===== src/rtl/uart_pkg.sv =====
// Shared 8N1 UART definitions: default clocking, frame width, FSM states and
// bit-period derivation. Used by both the receiver and the transmitter.
package uart_pkg;

  localparam int unsigned DEFAULT_CLOCK_FREQ = 50_000_000;
  localparam int unsigned DEFAULT_BAUD_RATE  = 115_200;
  localparam int unsigned DATA_BITS          = 8;
  localparam int unsigned TICK_W             = 16;

  typedef enum logic [2:0] {
    ST_IDLE,
    ST_START,
    ST_DATA,
    ST_STOP,
    ST_BREAK
  } uart_state_t;

  // Clock cycles per serial bit; callers must keep the result >= 4.
  function automatic int unsigned ticks_per_bit(input int unsigned clk_hz,
                                                input int unsigned baud);
    return clk_hz / baud;
  endfunction

endpackage


===== src/rtl/uart_rx_sync.sv =====
// Two-flop synchroniser for an asynchronous single-bit input; resets to a
// configurable idle level so a freshly reset line never looks like an edge.
module uart_rx_sync #(
  parameter logic RESET_VAL = 1'b1
) (
  input  logic clk,
  input  logic rst,
  input  logic i_async,
  output logic o_sync
);

  logic r_meta;
  logic r_sync;

  always_ff @(posedge clk) begin
    if (rst) begin
      r_meta <= RESET_VAL;
      r_sync <= RESET_VAL;
    end else begin
      r_meta <= i_async;
      r_sync <= r_meta;
    end
  end

  assign o_sync = r_sync;

endmodule


===== src/rtl/uart_rx.sv =====
// 8N1 UART receiver: mid-bit sampling FSM, one-entry holding register with a
// valid/ready handshake, and single-cycle framing-error / overrun pulses.
module uart_rx
  import uart_pkg::*;
#(
  parameter int unsigned BAUD_RATE     = DEFAULT_BAUD_RATE,
  parameter int unsigned CLOCK_FREQ    = DEFAULT_CLOCK_FREQ,
  parameter int unsigned TICKS_PER_BIT = ticks_per_bit(CLOCK_FREQ, BAUD_RATE)
) (
  input  logic                 clk,
  input  logic                 rst,
  input  logic                 rx,
  output logic [DATA_BITS-1:0] data_out,
  output logic                 data_valid,
  input  logic                 data_ready,
  output logic                 frame_err,
  output logic                 overrun
);

  localparam int unsigned HALF = TICKS_PER_BIT / 2;
  localparam logic [TICK_W-1:0] TICK_LAST = TICK_W'(TICKS_PER_BIT - 1);
  localparam logic [TICK_W-1:0] HALF_LAST = TICK_W'(HALF - 1);
  localparam logic [2:0]        IDX_LAST  = 3'(DATA_BITS - 1);

  logic w_rx_s;

  uart_rx_sync #(.RESET_VAL(1'b1)) u_sync (
    .clk     (clk),
    .rst     (rst),
    .i_async (rx),
    .o_sync  (w_rx_s)
  );

  uart_state_t          r_state;
  logic [TICK_W-1:0]    r_tick;
  logic [2:0]           r_bit_idx;
  logic [DATA_BITS-1:0] r_shift;
  logic [DATA_BITS-1:0] r_data;
  logic                 r_valid;
  logic                 r_frame_err;
  logic                 r_overrun;

  always_ff @(posedge clk) begin
    if (rst) begin
      r_state     <= ST_IDLE;
      r_tick      <= '0;
      r_bit_idx   <= '0;
      r_shift     <= '0;
      r_data      <= '0;
      r_valid     <= 1'b0;
      r_frame_err <= 1'b0;
      r_overrun   <= 1'b0;
    end else begin
      r_frame_err <= 1'b0;
      r_overrun   <= 1'b0;
      // Consumption; a delivery later in this block overrides the clear.
      if (r_valid && data_ready)
        r_valid <= 1'b0;

      case (r_state)
        ST_IDLE: begin
          if (!w_rx_s) begin
            r_state <= ST_START;
            r_tick  <= '0;
          end
        end

        ST_START: begin
          if (r_tick == HALF_LAST) begin
            r_tick <= '0;
            if (!w_rx_s) begin
              r_state   <= ST_DATA;
              r_bit_idx <= '0;
            end else begin
              r_state <= ST_IDLE;
            end
          end else begin
            r_tick <= r_tick + 1'b1;
          end
        end

        ST_DATA: begin
          if (r_tick == TICK_LAST) begin
            r_tick  <= '0;
            r_shift <= {w_rx_s, r_shift[DATA_BITS-1:1]};
            if (r_bit_idx == IDX_LAST)
              r_state <= ST_STOP;
            else
              r_bit_idx <= r_bit_idx + 1'b1;
          end else begin
            r_tick <= r_tick + 1'b1;
          end
        end

        ST_STOP: begin
          if (r_tick == TICK_LAST) begin
            r_tick <= '0;
            if (w_rx_s) begin
              r_state <= ST_IDLE;
              if (!r_valid || data_ready) begin
                r_data  <= r_shift;
                r_valid <= 1'b1;
              end else begin
                r_overrun <= 1'b1;
              end
            end else begin
              r_frame_err <= 1'b1;
              r_state     <= ST_BREAK;
            end
          end else begin
            r_tick <= r_tick + 1'b1;
          end
        end

        // Held-low line: stay here so only one frame_err is raised.
        ST_BREAK: begin
          if (w_rx_s)
            r_state <= ST_IDLE;
        end

        default: r_state <= ST_IDLE;
      endcase
    end
  end

  assign data_out   = r_data;
  assign data_valid = r_valid;
  assign frame_err  = r_frame_err;
  assign overrun    = r_overrun;

endmodule


===== config.mk =====
export PLATFORM = sky130hd
export DESIGN_NAME = uart_rx
export DESIGN_NICKNAME = d
export VERILOG_FILES = /design/src/rtl/uart_pkg.sv /design/src/rtl/uart_rx_sync.sv /design/src/rtl/uart_rx.sv
export SDC_FILE = /design/constraint.sdc
export NUM_CORES = 1
export LEC_CHECK = 0
export CAP_MARGIN = 20
export CORE_UTILIZATION = 41
export DETAILED_ROUTE_END_ITERATION = 6
export PLACE_DENSITY = 0.67
export SLEW_MARGIN = 10
export SYNTH_ARGS = -nofsm -noshare
export SYNTH_HDL_FRONTEND = slang
export SYNTH_SLANG_ARGS = --single-unit

===== constraint.sdc =====
create_clock -name clk -period 2.87 [get_ports clk]
set_input_delay 0.4305 -clock clk [delete_from_list [all_inputs] [get_ports clk]]
set_output_delay 0.4305 -clock clk [all_outputs]
set_load 0.005 [all_outputs]

[After elaboration in Yosys (flattened, before gate mapping)]
Cells that the tools add are included.
Cells by class
  equality and inequality tests: 15
  bitwise gates (word level): 3
  $add $sub $neg: 2
  reductions and logical operators: 14
  multiplexer cells: 25
Operators with widths (count)
  2-to-1 mux 16 bit: 3
  one-hot mux 16 bit (3 select lines): 1
  2-to-1 mux 3 bit: 11
  adder 16 x 1 -> 16 bit, second input constant: 1
  == test 16 x 8 -> 1 bit, second input constant: 1
  == test 16 x 9 -> 1 bit, second input constant: 1
  one-hot mux 3 bit (5 select lines): 1
  != test 2 bit, second input constant: 7
  2-to-1 mux 1 bit: 7
  == test 3 x 2 -> 1 bit, second input constant: 2
  == test 3 bit, second input constant: 2
  one-hot mux 3 bit (2 select lines): 1
  AND reduction 6 bit: 1
  AND reduction 5 bit: 1
  AND reduction 2 bit: 2
  AND reduction 4 bit: 1
  OR reduction 4 bit: 1
  adder 3 x 1 -> 3 bit, second input constant: 1
  == test 3 x 1 -> 1 bit, second input constant: 1
  logical NOT 3 bit: 1
  NOT 1 bit: 3
  nonzero test 3 bit: 1
  OR reduction 3 bit: 1
  2-to-1 mux 2 bit: 1
  6 further kinds: 6
Word-level totals
  flip-flop bits (word level): 43
  input port bits: 4
  word-level logic and storage cells: 69

[Logic depth before layout (Yosys ltp)]
  word-level depth: 6
  gate-level depth with buffers: 8
  mapped depth without buffers: 7

[Cells and area by module]
From an unflattened synthesis, not the netlist that was laid out.
Second synthesis, totals
  cell total of the unflattened synthesis: 217
  area total of the unflattened synthesis: 1929.4 um^2
By module, submodules not included
  uart_rx: cells each 213, times used 1, area each 1876.8 um^2, seq. area each 820.8 um^2
  uart_rx_sync: cells each 4, times used 1, area each 52.6 um^2, seq. area each 40.0 um^2

[Worst setup path before layout]
OpenSTA, ideal clock, no wires.
  kind: register to register
  from: register r_tick[0]
  to: register r_data[0] (netlist: data_out[0])
  setup time: 0.128 ns
  stages on the path, launching flop included: 8
  setup slack: 0.648 ns
  data required time: 2.742 ns
  arrival time: 2.094 ns
  path buffers: 1
  cells stage by stage: dfxtp_1 ha_1 or4bb_1 or4_4 nor3b_2 buf_6 mux2i_1 nor2_1
Between the ends
  longest elaborated chain between the ends: 2
RTL lines
  from (decl): RTL line uart_rx.sv:35  | logic [TICK_W-1:0] r_tick;
  from (signal assigned): RTL line uart_rx.sv:78  | r_tick <= r_tick + 1'b1;
  from (signal assigned): RTL line uart_rx.sv:91  | r_tick <= r_tick + 1'b1;
  from (signal assigned): RTL line uart_rx.sv:111  | r_tick <= r_tick + 1'b1;
  == test 16 x 9 -> 1 bit: RTL line uart_rx.sv:96  | if (r_tick == TICK_LAST) begin
  AND reduction 4 bit (no source line)
  to (signal assigned): RTL line uart_rx.sv:101  | r_data <= r_shift;
  to (decl): RTL line uart_rx.sv:38  | logic [DATA_BITS-1:0] r_data;
No other way between the ends.
A chain may end at the register's enable or synchronous reset.

[Final worst setup path]
  from: register r_tick[0]
  to: register r_tick[12]
Between the ends
  longest elaborated chain between the ends: 3
  elaborated cells between the ends (all ways): 6
  classes of those cells: 1 x add/sub; 2 x eq/ne; 3 x mux
RTL lines
  adder 16 x 1 -> 16 bit, or another cell as far along: RTL line uart_rx.sv:78, uart_rx.sv:91, uart_rx.sv:111
  2-to-1 mux 16 bit (on tied branches): RTL line uart_rx.sv:83, uart_rx.sv:96, uart_rx.sv:69
  one-hot mux 16 bit (3 select lines) *: RTL line uart_rx.sv:60  | case (r_state)
Every way passes the cells marked *; elsewhere a longest branch is shown, timed or not.

==> metrics <==
CP Class=reg -> reg; Seq/Total Area, Yosys=0.416; initial core utilization=0.432; post-synthesis mux area share=0.0967; Core Rows=25; Yosys reg bits=43; worst min path class=reg -> reg; worst reg2reg setup slack=0.31 ns; leakage=0.834 nW; Final period util=0.891; clock latency on the worst-skew pair=0.30 ns; # setup viols final=0; clock sinks=43; fmax=391 MHz; CTS Hold Bufs=0; Synth Area in Simple Gates=0.274; root buf cell=clkbuf_8; max-slew violations=0; drt initial violations=85; Largest delay share family, worst path=simple AND/OR/NAND/NOR gates; dominant cells by area after synthesis=dfxtp_1 42%, mux2i_1 9.7%, nor2_1 6.0%, a21oi_1 3.9%, ha_1 3.0%; # diodes=0; post-synthesis adder-cell area fraction=0.0302; PwrDens=486 mW/mm^2; final WL=3840 um; Post-Synth XOR/XNOR Area=0; CTS buffer count=5; Post-CTS Setup Inserts=0; cells along the critical path=ha_1 -> or4bb_1 -> or4_4 -> o2bb2ai_2 -> and3_1 -> a221o_1; DPL Wire Length=2620 um; crit path buf inv count=0; commonest non-fill, non-tap cell in the layout=dfxtp_1; worst slew pin tran=0.859 ns; floorplan core area=0.00479 mm^2; I/O Buffers=14; CTS tree=built; nets=251; worst path required time=3.06 ns; Period minus WS final=2.56 ns; # IOs=15; Post-synth EDFFs=0; Yosys top cell area share=0.416; Synth cell types=45; Max Cap Viol=0; Worst Path Max Fanout=24; die height=73.0 um; Overall Global Routing Usage=0.161; H-tree depth=2; largest net degree at the start of global routing=35; Warnings, synthesis=0; unrepaired setup endpoints after global routing=false; clk slew on worst S/H paths=0.09 ns; Synth Area per Inst=8.96 um^2; maximum buffer depth of the clock tree=2; Layout area overhead=14.2%; Die W=73.0 um; total power=1.15 mW; vias in the first global route=1442; Clock Skews=0.00400 ns; largest family of logic cells by synthesized area=simple AND/OR/NAND/NOR gates; synthesized instance count=231; Post-synth ARST share=0; post-place setup slack=0.315 ns; critical path data arrival time=2.75 ns; routed vias/inst=5.26; Post-Syn Area=0.00207 mm^2; initial antenna violation count=0; First-pass DRT Iterations=4; share of layout cells above drive strength 1=0.0947; CP Launch Type=register; setup_tns=0 ns; main flop type after synthesis=dfxtp_1; synthesized net count=240; crit end category=register; DRC Markers=0; complex-gate fraction of the synthesized area=0.142; Detail Route Antenna Nets=0; peak supply drop=0.000237 V; PostCTS Resize Cnt=0; GPL Wtd Cong=0.870; Final Hold Violating Endpoints=0; drt wl/cell=12.4 um; total vias in the final route=1631; global-route wire length before repair=6550 um; area leader, netlist=dfxtp_1; Final Worst Setup Slack=0.313 ns; Worst slew margin=0.424; status=finished clean; most frequent cells in the layout=43 x dfxtp_1, 33 x nor2_1, 20 x mux2i_1, 16 x a21oi_1; die area=0.00534 mm^2; CP max stage delay=0.55 ns; Slowest cell on crit path=or4bb_1; grt ovf=0
-- sequential cells by signal (all words and copies together) (netlist names) --
name,cells
u_sync.o_sync,1
u_sync.r_meta,1
data_out,8
r_shift,8
r_tick,16
data_valid,1
frame_err,1
r_bit_idx,3
r_state,3
overrun,1
-- area by class of cell --
class                      count  area [um^2]
clock buffer                   5         68.8
clock inverter                 3         47.5
fill                         478         2420
inverter                       6         22.5
multi-input combinational    170         1120
sequential                    43          861
tap                           67         83.8
timing repair buffer          16          155
-- cells by family after synthesis --
logic type                 Yosys count
adders and majority gates            5
muxes                               20
DFF                                 43
AOI/OAI and AO/OA                   46
and+or+nand+nor                     99
buffers and inverters               18
-- routing by layer --
layer / global-route usage / routed length (um) / up-vias
met2: 0.247 / 1630 / 25
met3: 0.0414 / 135 / 6
met5: 0 / 0 / -
met1: 0.215 / 2000 / 747
met4: 0.0654 / 66 / 0
li1: - / - / 853
-- cells in the mapped netlist (2+ instances only) --
master and n:
nand3b_1 3, nand4_1 4, nand2_1 14, clkbuf_1 9, nor2_1 33, dfxtp_1 43, and3_1 4, inv_1 6
or4_4 2, nor3_1 3, mux2i_1 20, nand3_1 9, and4_1 2, o21ai_0 8, nor4_4 2, or4bb_1 2
ha_1 5, a21oi_1 16, a211oi_1 3, or2_2 4, nand2b_1 5, or3_1 2, a31oi_1 9, buf_6 2
-- worst paths after layout --
check	from	endpoint	cells past startpoint
worst max-delay path	r_tick[0]$_SDFFE_PP0P_	r_tick[12]$_SDFFE_PP0P_	6
worst min-delay path	u_sync.r_meta$_SDFF_PP1_	u_sync.o_sync$_SDFF_PP1_	1
worst max register to register	r_tick[0]$_SDFFE_PP0P_	r_tick[12]$_SDFFE_PP0P_	6
worst min register to register	u_sync.r_meta$_SDFF_PP1_	u_sync.o_sync$_SDFF_PP1_	1
-- through the flow --
stage                     cells  utilization  hold WS [ns]  area (um^2)
after floorplan             231            -         0.389         2070
after global placement      302        0.470         0.391         2250
after detailed placement    302        0.470         0.398         2250
after CTS                   310        0.494         0.420         2360
after global routing        310        0.494         0.448         2360
final                       310        0.494         0.417         2360
-- power breakdown --
group          internal, mW  switching, mW
Clock                 0.264          0.223
Combinational        0.0204         0.0345
Sequential            0.600        0.00679
Total                 0.884          0.264
Note: power is estimated with default switching activity, not from simulation.
